<file path="src/rtl/nv_buf_rr_arb_pkg.sv">
// Shared constants and types for the round-robin packet arbiter and its
// two-entry output buffer.
package nv_buf_rr_arb_pkg;

    localparam int NUM_REQ_DEF = 4;
    localparam int DW_DEF      = 32;
    localparam int IDX_W       = $clog2(NUM_REQ_DEF);

    // IDLE: no packet owner. LOCKED: owner keeps the grant until its last beat.
    typedef enum logic {
        IDLE   = 1'b0,
        LOCKED = 1'b1
    } arb_state_t;

    // Buffer entry layout at the default widths: payload, last flag, source.
    typedef struct packed {
        logic [DW_DEF-1:0] pd;
        logic              last;
        logic [IDX_W-1:0]  src;
    } buf_entry_t;

    // Index width that stays at least one bit for a single requester.
    function automatic int idx_width(input int n);
        return (n > 1) ? $clog2(n) : 1;
    endfunction

endpackage

</file>
<file path="src/rtl/nv_buf_skid2.sv">
// Two-entry FIFO between the arbiter and the output port. Registered-full:
// a push is only accepted while fewer than two entries are held, even if the
// head is being popped in the same cycle.
module nv_buf_skid2
    import nv_buf_rr_arb_pkg::*;
#(
    parameter int W = 8
) (
    input  logic         clk,
    input  logic         rst,
    input  logic         push,
    input  logic [W-1:0] push_data,
    input  logic         pop,
    output logic [W-1:0] head_data,
    output logic         not_empty,
    output logic         full
);

    logic [W-1:0] mem_reg [2];
    logic         wr_ptr_reg;
    logic         rd_ptr_reg;
    logic [1:0]   count_reg;
    logic         push_en;
    logic         pop_en;

    assign push_en   = push && (count_reg != 2'd2);
    assign pop_en    = pop && (count_reg != 2'd0);
    assign head_data = mem_reg[rd_ptr_reg];
    assign not_empty = (count_reg != 2'd0);
    assign full      = (count_reg == 2'd2);

    // Pointer and occupancy bookkeeping; reset empties the buffer at once.
    always_ff @(posedge clk or posedge rst) begin
        if (rst) begin
            wr_ptr_reg <= 1'b0;
            rd_ptr_reg <= 1'b0;
            count_reg  <= 2'd0;
        end else begin
            if (push_en) begin
                wr_ptr_reg <= ~wr_ptr_reg;
            end
            if (pop_en) begin
                rd_ptr_reg <= ~rd_ptr_reg;
            end
            case ({push_en, pop_en})
                2'b10:   count_reg <= count_reg + 2'd1;
                2'b01:   count_reg <= count_reg - 2'd1;
                default: count_reg <= count_reg;
            endcase
        end
    end

    // Entry storage; contents are don't-care while the slot is unoccupied.
    always_ff @(posedge clk) begin
        if (push_en) begin
            mem_reg[wr_ptr_reg] <= push_data;
        end
    end

endmodule

</file>
<file path="src/rtl/nv_buf_rr_arb.sv">
// Round-robin packet arbiter: picks one requester per packet, holds the
// grant until the last beat, and queues accepted beats in a 2-entry buffer.
module nv_buf_rr_arb
    import nv_buf_rr_arb_pkg::*;
#(
    parameter int NUM_REQ = NUM_REQ_DEF,
    parameter int DW      = DW_DEF
) (
    input  logic                         nvdla_core_clk,
    input  logic                         nvdla_core_rst,
    input  logic [NUM_REQ-1:0]           req_valid,
    input  logic [NUM_REQ-1:0]           req_last,
    input  logic [NUM_REQ*DW-1:0]        req_pd,
    output logic [NUM_REQ-1:0]           req_ready,
    output logic                         out_valid,
    input  logic                         out_ready,
    output logic [DW-1:0]                out_pd,
    output logic                         out_last,
    output logic [idx_width(NUM_REQ)-1:0] out_src,
    input  logic                         cfg_enable,
    input  logic [NUM_REQ-1:0]           cfg_mask,
    input  logic                         cfg_cnt_clr,
    output logic [15:0]                  grant_cnt
);

    localparam int IW = idx_width(NUM_REQ);
    localparam int EW = DW + 1 + IW;

    arb_state_t    state_reg;
    logic [IW-1:0] rr_ptr_reg;
    logic [IW-1:0] owner_reg;
    logic [15:0]   grant_cnt_reg;

    logic          win_found;
    logic [IW-1:0] win_idx;
    logic [IW-1:0] grant_idx;
    logic          grant_any;
    logic          buf_full;
    logic          acc;
    logic          acc_last;
    logic [DW-1:0] acc_pd;
    logic [IW-1:0] rr_ptr_next;
    logic [EW-1:0] head_entry;

    // Rotating search from rr_ptr for the first valid, unmasked requester.
    always_comb begin
        logic [IW-1:0] cand;
        cand      = '0;
        win_found = 1'b0;
        win_idx   = '0;
        for (int k = 0; k < NUM_REQ; k++) begin
            cand = IW'((int'(rr_ptr_reg) + k) % NUM_REQ);
            if (!win_found && req_valid[cand] && !cfg_mask[cand]) begin
                win_found = 1'b1;
                win_idx   = cand;
            end
        end
    end

    // A locked owner keeps its grant regardless of enable/mask; new grants
    // need enable. Nothing is granted while the buffer is full or in reset.
    assign grant_idx = (state_reg == LOCKED) ? owner_reg : win_idx;
    assign grant_any = !nvdla_core_rst && !buf_full &&
                       ((state_reg == LOCKED) || (cfg_enable && win_found));

    genvar gi;
    generate
        for (gi = 0; gi < NUM_REQ; gi++) begin : g_ready
            assign req_ready[gi] = grant_any && (grant_idx == IW'(gi));
        end
    endgenerate

    assign acc         = |(req_valid & req_ready);
    assign acc_last    = req_last[grant_idx];
    assign acc_pd      = req_pd[int'(grant_idx)*DW +: DW];
    assign rr_ptr_next = (grant_idx == IW'(NUM_REQ - 1)) ? '0 : grant_idx + 1'b1;

    // Packet lock FSM and round-robin pointer, advanced on accepted beats.
    always_ff @(posedge nvdla_core_clk or posedge nvdla_core_rst) begin
        if (nvdla_core_rst) begin
            state_reg  <= IDLE;
            rr_ptr_reg <= '0;
            owner_reg  <= '0;
        end else if (acc) begin
            if (acc_last) begin
                state_reg  <= IDLE;
                rr_ptr_reg <= rr_ptr_next;
            end else if (state_reg == IDLE) begin
                state_reg <= LOCKED;
                owner_reg <= grant_idx;
            end
        end
    end

    // Completed-packet counter: saturating, with clear taking priority.
    always_ff @(posedge nvdla_core_clk or posedge nvdla_core_rst) begin
        if (nvdla_core_rst) begin
            grant_cnt_reg <= 16'd0;
        end else if (cfg_cnt_clr) begin
            grant_cnt_reg <= 16'd0;
        end else if (acc && acc_last && (grant_cnt_reg != 16'hFFFF)) begin
            grant_cnt_reg <= grant_cnt_reg + 16'd1;
        end
    end

    assign grant_cnt = grant_cnt_reg;

    nv_buf_skid2 #(
        .W (EW)
    ) u_skid2 (
        .clk       (nvdla_core_clk),
        .rst       (nvdla_core_rst),
        .push      (acc),
        .push_data ({acc_pd, acc_last, grant_idx}),
        .pop       (out_valid && out_ready),
        .head_data (head_entry),
        .not_empty (out_valid),
        .full      (buf_full)
    );

    assign out_pd   = head_entry[EW-1 -: DW];
    assign out_last = head_entry[IW];
    assign out_src  = head_entry[IW-1:0];

endmodule

</file>
<file path="config.mk">
export PLATFORM = sky130hd
export DESIGN_NAME = nv_buf_rr_arb
export DESIGN_NICKNAME = d
export VERILOG_FILES = /design/src/rtl/nv_buf_rr_arb_pkg.sv /design/src/rtl/nv_buf_skid2.sv /design/src/rtl/nv_buf_rr_arb.sv
export SDC_FILE = /design/constraint.sdc
export NUM_CORES = 1
export LEC_CHECK = 0
export CORE_UTILIZATION = 45
export CTS_CLUSTER_DIAMETER = 120
export DETAILED_ROUTE_END_ITERATION = 8
export MAX_ROUTING_LAYER = met4
export PLACE_DENSITY = 0.82
export SLEW_MARGIN = 5
export SYNTH_ARGS = -nofsm -noshare
export SYNTH_HDL_FRONTEND = slang
export SYNTH_SLANG_ARGS = --single-unit
</file>
<file path="constraint.sdc">
create_clock -name nvdla_core_clk -period 5.8 [get_ports nvdla_core_clk]
set_input_delay 1.16 -clock nvdla_core_clk [delete_from_list [all_inputs] [get_ports nvdla_core_clk]]
set_output_delay 1.16 -clock nvdla_core_clk [all_outputs]
set_load 0.02 [all_outputs]
</file>
* Word level (Yosys, flattened, before mapping)
Memory sizes are Yosys's and may differ from the RTL's. Index checks and enable logic that the tools add are counted.
Operators by class: shift operators 1, add/subtract/negate cells 7, muxes and demuxes 34, $lt $le $gt $ge 5, bitwise logic cells 5, equality and inequality tests 8, reduce and logical (&&, ||, !) cells 36
Operators by type and width (number):
- $shiftx 128x8->32 | 1
- $mux 16 | 2
- $logic_and 1x1->1 | 19
- $bmux 1 s2 | 9
- $add 16x1->16 const B | 1
- $mux 1 | 16
- $ne 16x16->1 const B | 1
- $lt 2x3->1 const B | 5
- $mux 2 | 6
- $logic_not 1->1 | 9
- $eq 2x2->1 const B | 4
- $add 2x1->2 const B | 3
- $reduce_bool 2->1 | 3
- $add 2x2->2 const B | 2
- $and 4x4->4 | 1
- $eq 2x1->1 const B | 2
- $not 1->1 | 4
- $pmux 2 s2 | 1
- $reduce_or 4->1 | 1
- $reduce_and 3->1 | 1
- $logic_not 2->1 | 1
- $ne 2x2->1 const B | 1
- $reduce_and 2->1 | 1
- $sub 2x1->2 const B | 1
- $logic_or 1x1->1 | 1
Word-level totals: word-level logic and storage cells 104, memories kept 1, bits in registers 25, input port bits 145, memory bits (writable) 70, output and inout bits 56
Memory list:
- u_skid2.mem_reg | words 2, bits a word 35, rd ports 1, clocked after Yosys merged registers in 0, write ports 1, line nv_buf_skid2.sv:19 | logic [W-1:0] mem_reg [2];

* Longest topological paths before layout
depth after elaboration 27, depth in mapped cells 17, depth with buffers taken out 11

* Hierarchy
From an unflattened synthesis, not the netlist that was laid out.
Second synthesis, totals: cell total of the unflattened synthesis 518, area, all modules 5173.7 sq um
Modules (own cells, without submodules):
- nv_buf_skid2 | area each 2751.4 sq um, cells each 128, instances 1
- nv_buf_rr_arb | area each 2422.3 sq um, cells each 390, instances 1

* Worst setup path after synthesis
Ideal clock, no wire load.
kind input to register, from in req_valid[3], to mem u_skid2.mem_reg[0][0] (netlist name), enable pin, library setup time 0.428 ns, data arrival time 4.558 ns, data required time 5.372 ns, cell stages on the path 13, slack 0.814 ns, buffers on the path 5, path through nor2b_1 -> a22oi_2 -> o21a_1 -> buf_2 -> clkbuf_1 -> buf_1 -> inv_1 -> ha_1 -> and2_1 -> o31ai_4 -> buf_6 -> buf_6 -> nor2_1
On the way: cells in the longest elaborated chain, start to end 25
RTL lines:
- start: declaration | line nv_buf_rr_arb.sv:11 | input logic [NUM_REQ-1:0] req_valid,
- parallel branches: the longest is 20 deep, another holds $bmux 1 s2
- $and 4x4->4 * | line nv_buf_rr_arb.sv:73 | assign acc = |(req_valid & req_ready);
- $reduce_or 4->1 * | line nv_buf_rr_arb.sv:73
- $logic_and 1x1->1 * | line nv_buf_skid2.sv:26 | assign push_en = push && (count_reg != 2'd2);
- $mux 1 * | line nv_buf_skid2.sv:55 | if (push_en) begin
- $mux 1 (implied by the code) * | line nv_buf_skid2.sv:56 | mem_reg[wr_ptr_reg] <= push_data;
- end: declaration | line nv_buf_skid2.sv:19
Mark *: on every way between the ends. The select of a mux whose other input is x is not followed.

* Worst setup path after layout
from in req_valid[0], to out req_ready[2]
On the way: cells in the longest elaborated chain, start to end 20
RTL lines:
- parallel branches: the longest is 19 deep, another holds $bmux 1 s2
- $logic_and 1x1->1 * | line nv_buf_rr_arb.sv:69 | assign req_ready[gi] = grant_any && (grant_idx == IW'(gi));
- end: declaration | line nv_buf_rr_arb.sv:14 | output logic [NUM_REQ-1:0] req_ready,
Marks and branches as above.

==> results.toml <==
[sta]
setup_viol = 0
fin_worst_skew_ps = 8.016
post-route-min-period_ps = 5216
hold_viol = 0
rsz0062_at_grt = "no"
timing.hold.ws_ps = 511.1
max_freq_ghz = 0.1917
relSlewSlack_pct = 32.20
setup_tns_ps = 0
drv_slew = 0
fin_crit_sh_pct = 89.94
tightest_slew_ps = 1016

[die]
floorplan.initialDensity_pct = 47.19
fp-row-count = 38
die_w_microns = 109.8
coreArea_sq_um = 11080
dieArea_sq_um = 12050
pin_count = 201
die_h_microns = 109.8

[finish]
syn_to_final_growth_pct = 45.86
drive_above_1_share_pct = 11.16
final_nets = 851
n_antenna_cell = 0
largest_register_ffs = 70
design_area_sq_um = 7625
final_cell_mix = "clkdlybuf4s50_1, nand2_1, edfxtp_1"
final_common_cell = "clkdlybuf4s50_1"

[critical_path]
crit_path_max_fanout = 37
required_ps = 4640
crit_cells = 7
worstSetupStartpointType = "input port"
critPathMaxStageDelay_ps = 570
cp_common_cell = "clkdlybuf4s50_1"
cp_slowest_cell = "or4b_1"
ff2ff_path_depth = 9
critPathArrivalTime_ps = 4060
crit_chain = "clkdlybuf4s50_1, or4b_1, o211ai_2, o21a_4, inv_2, and3_1, clkdlybuf4s50_1"
crit_type = "in2out"
endpoint_kind = "primary output"
path_delay_family = "buffers and inverters"
path_buf_inv = 3

[pwr]
power.density_nw_per_um2 = 442.4
power_mw = 3.373
leakage_nw = 2.877
vdd_drop_max_v = 0.0003712

[yosys]
syn_inst = 517
avgSynthCellArea_sq_um = 10.11
ys_ff_latch = 95
yosysWarnings = 0
synth-edff-count = 70
async_flop_share_pct = 26.32
synthFlopType = "edfxtp_1"
syn-num-nets = 665
ys_types = 57
synth_area_sq_um = 5228
ys_seq_area_share_pct = 52.18

[global_route]
grt_overflow = 0
grt_pass1_vias = 4655
grtUsageTotal_pct = 24.94
grt_pass1_wl_mm = 22.23
antenna_found_initial = 0
grt_max_degree = 68

[placed_design]
hpwl_mm = 10.58
portBuffers = 200
placed_cell_area_sq_um = 7328
gp_congestion = 0.8630

[flow_run]
drv_cap = 0

[drt]
ant_nets = 0
routed_via_density = 5.574
finalWirelength_mm = 14.82
drc = 0
num_vias = 4727
wire_per_inst_microns = 17.48
drtPass1Iterations = 4
drtIter0Drc = 331

[outcome]
status = "finished clean"

[clocking]
htreeDepth = 3
clkLatencyLatePin_ps = 340
cts_tree = "done"
cts_setup_buffers = 0
cts.sinks = 95
cts_root_buf = "clkbuf_16"
cts_made_buffers = 9
cts.clk_slew.worst_paths_ps = 70
post_cts_resized = 0
clk_path_buf_depth = 2
hold_buffers = 0

[hold_path]
hold_depth = 1
hold_class = "reg2reg"
-- where the power goes --
group / switching (mW) / internal, mW / leakage [nW]
clock network: 0.272 / 0.306 / 0.148
logic: 0.988 / 0.713 / 1.76
registers: 0.0879 / 1.01 / 0.968
total: 1.35 / 2.03 / 2.88
-- cell families after synthesis --
| family | after synthesis | synth area share (%) |
|---|---|---|
| simple gates | 251 | 23.34 |
| compound gates | 73 | 9.789 |
| buf+inv | 46 | 3.662 |
| mux | 44 | 9.478 |
| xor+xnor | 5 | 0.8379 |
| fa+ha+maj | 3 | 0.7181 |
| flops | 95 | 52.18 |
-- Yosys cell counts (3+ instances only) --
library cell	instances	area [sq um]
nand2_1	140	525.5
edfxtp_1	70	2102
mux2_2	37	416.7
and3_1	35	219.0
a31oi_1	32	200.2
dfrtp_1	25	625.6
clkbuf_1	23	86.33
nor2_1	13	48.80
a21oi_1	12	60.06
inv_1	12	45.04
nand3_1	11	55.05
o31ai_1	10	75.07
or4_1	9	67.56
nor2b_1	7	43.79
and2_1	4	25.02
buf_1	4	15.01
nand2b_1	4	25.02
nand4_1	4	25.02
nor3_1	4	20.02
nor4_1	4	25.02
o211ai_1	4	30.03
buf_2	3	15.01
ha_1	3	37.54
mux2_1	3	33.78
mux2i_1	3	30.03
xnor2_1	3	26.28
-- path summary, 6_finish.rpt --
check                                      from                   end  slack, ps
hold / removal             u_skid2.count_reg[1]  u_skid2.count_reg[1]        510
hold reg to reg            u_skid2.count_reg[1]  u_skid2.count_reg[1]        510
setup reg to reg                  rr_ptr_reg[1]          grant_cnt[3]       1940
setup / recovery                   req_valid[0]          req_ready[2]        580
min in group asynchronous        nvdla_core_rst         grant_cnt[11]       1440
max in group asynchronous        nvdla_core_rst             state_reg       3750
-- final cells by class --
| cell class | instances | area, sq um |
|---|---|---|
| inverters | 14 | 52.55 |
| well taps | 140 | 175.2 |
| repair buffers | 207 | 2054 |
| clock buffers | 9 | 225.2 |
| multi-input cells | 376 | 2318 |
| flip-flops and latches | 95 | 2728 |
| clock inverters | 7 | 71.32 |
| fillers | 850 | 3453 |
-- layer usage --
layer | share of wire, % | GRT usage, % | vias to the layer above
met5 | 0 | - | -
met4 | 1.6 | 6.952 | 0
met3 | 7.3 | 4.920 | 17
met2 | 51 | 44.33 | 194
met1 | 40 | 28.48 | 2262
li1 | - | - | 2254
-- stage by stage --
step	worst slack (ps)	util [%]	instances
detailed placement	613.5	66.15	832
CTS	602.3	68.83	848
global placement	699.1	66.15	832
finish	583.6	68.83	848
floorplan	814.5	-	517
global route	470.3	68.83	848
Power figures use the tool's default switching activity.
